## config.mk

```make
export PLATFORM = sky130hd
export DESIGN_NAME = wb_arbiter_n
export DESIGN_NICKNAME = d
export VERILOG_FILES = /design/src/rtl/wb_arb_pkg.sv /design/src/rtl/rr_picker.sv /design/src/rtl/wb_arbiter_n.sv
export SDC_FILE = /design/constraint.sdc
export NUM_CORES = 1
export LEC_CHECK = 0
export ABC_AREA = 1
export CORE_AREA = 2 2 574 576
export CTS_CLUSTER_SIZE = 28
export DETAILED_ROUTE_END_ITERATION = 12
export DIE_AREA = 0 0 576 578
export GPL_TIMING_DRIVEN = 1
export HOLD_SLACK_MARGIN = 0.03
export PLACE_DENSITY = 0.3
export SYNTH_ARGS = -nofsm -noshare
export SYNTH_HDL_FRONTEND = slang
export SYNTH_SLANG_ARGS = --single-unit
```

## constraint.sdc

```tcl
create_clock -name i_clk -period 3.3 [get_ports i_clk]
set_clock_uncertainty 0.2 [all_clocks]
set_input_delay 0.66 -clock i_clk [delete_from_list [all_inputs] [get_ports i_clk]]
set_output_delay 0.66 -clock i_clk [all_outputs]
set_load 0.01 [all_outputs]
```

## src/rtl/wb_arb_pkg.sv

```systemverilog
// wb_arb_pkg: shared state type and arbitration mode constants for the Wishbone arbiter
package wb_arb_pkg;

   typedef enum logic {
      IDLE = 1'b0,
      BUSY = 1'b1
   } arb_state_t;

   localparam int MODE_FIXED = 0;
   localparam int MODE_RR    = 1;

endpackage

```

## src/rtl/rr_picker.sv

```systemverilog
// rr_picker: combinational one-hot winner select, fixed priority or round-robin after i_last
module rr_picker
   import wb_arb_pkg::*;
#(
   parameter int N  = 2,
   parameter int LW = $clog2(N)
) (
   input  logic [N-1:0]  i_req,
   input  logic [LW-1:0] i_last,
   input  logic          i_mode,
   output logic [N-1:0]  o_win
);

   // Lowest-index requester wins; in round-robin mode requesters above i_last outrank the wrapped ones
   always_comb begin
      o_win = '0;
      for (int i = N - 1; i >= 0; i--)
         if (i_req[i] && (!i_mode || i <= int'(i_last))) begin
            o_win    = '0;
            o_win[i] = 1'b1;
         end
      for (int i = N - 1; i >= 0; i--)
         if (i_req[i] && i_mode && i > int'(i_last)) begin
            o_win    = '0;
            o_win[i] = 1'b1;
         end
   end

endmodule

```

## src/rtl/wb_arbiter_n.sv

```systemverilog
// wb_arbiter_n: N-master to 1-slave Wishbone arbiter with fixed/round-robin grant and bus timeout
module wb_arbiter_n
   import wb_arb_pkg::*;
#(
   parameter int N_MASTERS = 2,
   parameter int ADDR_W    = 27,
   parameter int DATA_W    = 256,
   parameter int SEL_W     = 32,
   parameter int MODE      = 1,
   parameter int TIMEOUT   = 0
) (
   input  logic                        i_clk,
   input  logic                        i_rst_n,
   input  logic [N_MASTERS-1:0]        i_m_cyc,
   input  logic [N_MASTERS-1:0]        i_m_stb,
   input  logic [N_MASTERS-1:0]        i_m_we,
   input  logic [N_MASTERS*ADDR_W-1:0] i_m_adr,
   input  logic [N_MASTERS*DATA_W-1:0] i_m_dat_m,
   input  logic [N_MASTERS*SEL_W-1:0]  i_m_sel,
   output logic [DATA_W-1:0]           o_m_dat_s,
   output logic [N_MASTERS-1:0]        o_m_ack,
   output logic [N_MASTERS-1:0]        o_m_rty,
   output logic                        o_s_cyc,
   output logic                        o_s_stb,
   output logic                        o_s_we,
   output logic [ADDR_W-1:0]           o_s_adr,
   output logic [DATA_W-1:0]           o_s_dat_m,
   output logic [SEL_W-1:0]            o_s_sel,
   input  logic [DATA_W-1:0]           i_s_dat_s,
   input  logic                        i_s_ack,
   input  logic                        i_s_rty,
   output logic [N_MASTERS-1:0]        o_grant
);

   localparam int LW = $clog2(N_MASTERS);
   localparam int TW = TIMEOUT > 0 ? $clog2(TIMEOUT + 1) : 1;
   localparam logic [TW-1:0] TMO_LAST = TW'(TIMEOUT > 0 ? TIMEOUT - 1 : 0);

   arb_state_t           r_state;
   logic [N_MASTERS-1:0] r_grant;
   logic [LW-1:0]        r_gidx;
   logic [LW-1:0]        r_last;
   logic [TW-1:0]        r_tmo_cnt;

   logic [N_MASTERS-1:0] w_req;
   logic [N_MASTERS-1:0] w_win;
   logic [LW-1:0]        w_win_idx;
   logic                 w_cyc;
   logic                 w_stb;
   logic                 w_we;
   logic [ADDR_W-1:0]    w_adr;
   logic [DATA_W-1:0]    w_dat;
   logic [SEL_W-1:0]     w_sel;
   logic                 w_busy;
   logic                 w_tmo;
   logic                 w_exit;

   assign w_req = i_m_cyc & i_m_stb;

   rr_picker #(
      .N  (N_MASTERS),
      .LW (LW)
   ) u_picker (
      .i_req  (w_req),
      .i_last (r_last),
      .i_mode (MODE != MODE_FIXED),
      .o_win  (w_win)
   );

   // Binary index of the picked master, remembered as the next round-robin pointer
   always_comb begin
      w_win_idx = '0;
      for (int i = 0; i < N_MASTERS; i++)
         if (w_win[i]) w_win_idx = LW'(i);
   end

   // Route the granted master's request fields; an empty grant yields all zeros, so IDLE is quiet
   always_comb begin
      w_cyc = 1'b0;
      w_stb = 1'b0;
      w_we  = 1'b0;
      w_adr = '0;
      w_dat = '0;
      w_sel = '0;
      for (int i = 0; i < N_MASTERS; i++)
         if (r_grant[i]) begin
            w_cyc = i_m_cyc[i];
            w_stb = i_m_stb[i];
            w_we  = i_m_we[i];
            w_adr = i_m_adr[i*ADDR_W +: ADDR_W];
            w_dat = i_m_dat_m[i*DATA_W +: DATA_W];
            w_sel = i_m_sel[i*SEL_W +: SEL_W];
         end
   end

   assign w_busy = (r_state == BUSY);
   assign w_tmo  = (TIMEOUT != 0) && w_busy && (r_tmo_cnt == TMO_LAST);
   assign w_exit = w_busy && (i_s_ack || i_s_rty || !w_cyc || w_tmo);

   // A timing-out cycle withdraws the bus from the slave while the master is told to retry
   assign o_s_cyc   = w_cyc & ~w_tmo;
   assign o_s_stb   = w_stb & ~w_tmo;
   assign o_s_we    = w_we;
   assign o_s_adr   = w_adr;
   assign o_s_dat_m = w_dat;
   assign o_s_sel   = w_sel;
   assign o_m_dat_s = i_s_dat_s;
   assign o_m_ack   = i_s_ack ? r_grant : '0;
   assign o_m_rty   = (i_s_rty || (w_tmo && !i_s_ack && w_cyc)) ? r_grant : '0;
   assign o_grant   = r_grant;

   // Grant FSM: arbitrate in IDLE, hold the grant until response, abort or timeout
   always_ff @(posedge i_clk or negedge i_rst_n)
      if (!i_rst_n) begin
         r_state   <= IDLE;
         r_grant   <= '0;
         r_gidx    <= '0;
         r_last    <= LW'(N_MASTERS - 1);
         r_tmo_cnt <= '0;
      end else if (r_state == IDLE) begin
         if (|w_req) begin
            r_state   <= BUSY;
            r_grant   <= w_win;
            r_gidx    <= w_win_idx;
            r_tmo_cnt <= '0;
         end
      end else if (w_exit) begin
         r_state <= IDLE;
         r_grant <= '0;
         r_last  <= r_gidx;
      end else if (r_tmo_cnt != '1)
         r_tmo_cnt <= r_tmo_cnt + 1'b1;

endmodule
```

After elaboration in Yosys (flattened, before gate mapping)
Cells that the tools add are included.
{ "totals": {"regBits": 5, "inputBits": 896} }
{ "classes": {"n_lt_le_gt_ge": 2, "n_eq_ne": 1, "n_mux": 24, "n_bitwise": 2, "n_reduce_logical": 11} }
{ "op_table": {"columns": ["op", "n"], "rows": [
  ["2-to-1 mux 256 bit", 2],
  ["2-to-1 mux 32 bit", 2],
  ["2-to-1 mux 27 bit", 2],
  ["2-to-1 mux 2 bit", 8],
  ["2-to-1 mux 1 bit", 10],
  ["AND reduction 2 bit", 3],
  ["logical AND 1 bit", 3],
  ["AND 2 bit", 1],
  ["logical OR 1 bit", 2],
  ["inequality test 2 x 1 -> 1 bit (second input constant)", 1],
  ["nonzero test 2 bit", 1],
  ["OR reduction 2 bit", 1],
  ["greater-than comparator 1 bit (first input constant)", 1],
  ["less-or-equal comparator 1 bit (first input constant)", 1],
  ["logical NOT 1 bit", 1],
  ["NOT 1 bit", 1]
]} }

Depth between registers and ports, before layout
{ "logic_depth": {"ltp_word": 7, "mapped_depth": 8, "mapped_depth_nobuf": 7} }

By module
Synthesis repeated with hierarchy kept, for this count alone.
{ "unflattened": {"hier_cells": 1363, "hier_area_um2": 6877.8} }
{ "modules_own_cells": {"columns": ["module", "n_inst", "cells_each", "area_per_inst_um2", "seq_area_each_um2"], "rows": [
  ["wb_arbiter_n", 1, 1353, 6839.1, 126.4],
  ["rr_picker", 1, 10, 38.8, 0.0]
]} }

Least setup slack after synthesis
Ideal clock, no wire load.
{ "synth_path": {"kind": "register to output", "start": "register r_grant[1], in the netlist o_grant[1]", "end": "output o_s_dat_m[155]", "arrival_ps": 1157, "required_ps": 2440, "slack_ps": 1283, "stages_incl_launch_ff": 8, "path_buffers": 4, "path_cell_list": "dfrtp_1 buf_6 inv_2 buf_6 buf_6 buf_6 nand3_1 nand2_1"} }
{ "synth_via": {"elab_chain_cells": 1} }
{ "synth_rtl": {"columns": ["item", "line", "rtl"], "rows": [
  ["start, declared", "wb_arbiter_n.sv:40", "logic [N_MASTERS-1:0] r_grant;"],
  ["start signal, assigned", "wb_arbiter_n.sv:123", "r_grant <= w_win;"],
  ["2-to-1 mux 256 bit", "wb_arbiter_n.sv:86", "if (r_grant[i]) begin"],
  ["end, declared", "wb_arbiter_n.sv:27", "output logic [DATA_W-1:0] o_s_dat_m,"]
]} }
No other way between the ends.

Worst setup path after layout
{ "layout_path": {"start": "register r_grant[1], in the netlist o_grant[1]", "end": "output o_s_dat_m[215]"} }
Same word-level chain as after synthesis.

==> results.json <==
{
  "cp_data_required_time_ns": 2.44,
  "timing.hold.ws_ns": 0.283,
  "ys_seq_elements": 5,
  "rows": 210,
  "ctsHoldBuffers": 0,
  "place.gp.congestion": 0.957,
  "min_to": "r_last$_DFFE_PN1P_",
  "slew_violations": 0,
  "cts_resized": 0,
  "place_ws_ns": 0.0497,
  "avgSynthCellArea_um2": 5.10,
  "r2r_cells": 8,
  "path_class": "flop to primary output",
  "hold_depth": 2,
  "syn_nets": 2249,
  "power_switching_mw": 3.77,
  "fillers": 38610,
  "die_area_mm2": 0.333,
  "ant_nets": 0,
  "max_cap_viol_count": 0,
  "grtUsageTotal": 0.116,
  "start_util": 0.0211,
  "rsz0062_at_grt": "no",
  "cts_root_buffer": "clkbuf_16",
  "setup-violations-final": 0,
  "pwr-share-clk": 0.028,
  "pin_count": 1476,
  "regArea_um2": 134,
  "grt_overflow": 0,
  "p_comb_frac": 0.958,
  "min_period_over_period": 0.964,
  "reg2reg_from": "o_grant[1]$_DFFE_PN0P_",
  "grt_pass1_vias": 12388,
  "syn-cell-area_mm2": 0.00690,
  "core_area_mm2": 0.326,
  "seq_area_frac_synth": 0.0183,
  "p_int_mw": 3.23,
  "timing.fmax_mhz": 314,
  "hold_class": "flop to flop",
  "drcViolationCount": 0,
  "hp-start": "r_last$_DFFE_PN1P_",
  "vias": 12680,
  "die_h_um": 578,
  "finalNetCount": 2891,
  "yosysWarnings": 0,
  "max_slew_margin": 0.529,
  "hold_viol_final": 0,
  "clkTransAtPathRegs_ns": 0.03,
  "avgRoutedWirePerCell_um": 31.7,
  "layout-drive-gt1-share": 0.124,
  "setup_ws_ns": 0.118,
  "tightest_slew_ns": 0.706,
  "grt_max_degree": 97,
  "end_kind": "primary output",
  "dr.pass1.iters": 5,
  "r2r_slack_ns": 1.44,
  "area_delta_synth_final_pct": 216,
  "die_x_um": 576,
  "r2r_end": "o_grant[0]$_DFFE_PN0P_",
  "ir_worst_vdd_uv": 150,
  "status": "completed",
  "drtIter0Drc": 813,
  "vias_per_cell": 1.99,
  "post-dp-hpwl_um": 192000,
  "routed_wl_um": 202000,
  "fin_crit_ns": 3.18,
  "h-tree-depth": 1,
  "powerDensity_mw_per_mm2": 322,
  "p_leak_nw": 7.70,
  "cts_buffer_depth": 2,
  "worstPathArrival_ns": 2.32,
  "multiInputGateArea_mm2": 0.00413,
  "clkSinkCount": 5,
  "netSwitchingFraction": 0.538,
  "synth_cell_types": 17,
  "grt_pass1_wl_um": 228000,
  "antenna_found_initial": 168,
  "io_buffers": 963,
  "synthCells": 1353,
  "clock_latency_ns": 0.23,
  "post_cts_buffers": 0,
  "crit_path_max_fanout": 89,
  "cts_buffers": 3,
  "setup.worst_path.start_class": "flop",
  "pwr-share-seq": 0.014,
  "cts_tree": "yes"
}
-- layout make-up --
type	instances	share of cell area
well taps	4346	0.250
flip-flops and latches	5	0.00614
diodes	37	0.00425
inverters	8	0.00172
multi-input cells	977	0.189
clock buffers	4	0.00362
repair buffers	1000	0.545
-- critical path, cell delays in order (launching register included) --
cell and delay [ns]:
dfrtp_4 0.52, inv_8 0.12, buf_12 0.32, nand3_1 0.38, nand2_1 0.14, clkdlybuf4s50_1 0.54
-- state kept, by name, indices dropped and copies added, names as in the netlist --
name,cells
o_grant,2
r_state,1
r_gidx,1
r_last,1
-- power by group through the flow --
stage               Combinational, mW  Sequential (mW)  Clock [mW]
floorplan                        1.94           0.0853           0
detailed placement               7.09           0.0981           0
finish                           6.71           0.0972       0.197
CTS                              7.11           0.0978       0.199
global placement                 7.11           0.0969           0
global route                     7.26            0.100       0.205
-- synthesized netlist by cell type (all sizes together) --
master  instances  share of area
inv             8         0.0044
nor2            1        0.00054
o21ai           2         0.0015
nand2         651           0.35
dfstp           1         0.0038
buf           350           0.37
dfrtp           4          0.015
clkbuf         13         0.0071
o211ai          1         0.0011
nand3         322           0.24
-- through the flow --
step / util / power [mW] / setup TNS (ns) / area [um2] / instances
finish: 0.0668 / 7.01 / 0 / 21800 / 6377
global route: 0.0667 / 7.56 / 0 / 21800 / 6368
CTS: 0.0665 / 7.40 / 0 / 21700 / 6340
detailed placement: 0.0662 / 7.19 / 0 / 21600 / 6336
global placement: 0.0662 / 7.20 / -0.0129 / 21600 / 6336
floorplan: - / 2.03 / 0 / 6900 / 1353
-- routing by layer --
metal,vias up,track usage,share of wire
met4,126,0.0523,0.057
met1,5511,0.102,0.30
li1,5343,-,-
met5,-,0.000142,0.0041
met3,628,0.102,0.20
met2,1072,0.184,0.44
-- worst max path at each step --
stage	startpoint	to	slack, ns	cells after the start
finish	o_grant[1]$_DFFE_PN0P_	o_s_dat_m[215]	0.12	5
global route	o_grant[1]$_DFFE_PN0P_	o_s_dat_m[215]	0.03	5
CTS	i_m_dat_m[97]	o_s_dat_m[97]	0.04	5
detailed placement	i_m_dat_m[97]	o_s_dat_m[97]	0.05	5
global placement	i_m_dat_m[97]	o_s_dat_m[97]	-0.01	5
floorplan	o_grant[1]$_DFFE_PN0P_	o_s_dat_m[155]	1.28	7
-- layout by cell type, fill, tap and decap left out --
master             n
nand3_2           10
nand2_1          651
dfstp_2            1
dfrtp_4            2
diode_2           37
o21ai_0            2
nand3_1          312
clkbuf_16          3
nor2_1             1
inv_1              7
o211ai_1           1
inv_8              1
clkbuf_1           1
dfrtp_1            2
buf_12           196
clkdlybuf4s50_1  769
buf_4             35
-- cells by family after synthesis --
kind of cell,after synthesis,share of synthesized area
AO/OA/AOI/OAI,3,0.00254
buffers and inverters,371,0.383
flip-flops,5,0.0183
AND/OR/NAND/NOR,974,0.596
(Power assumes the default switching activity.)
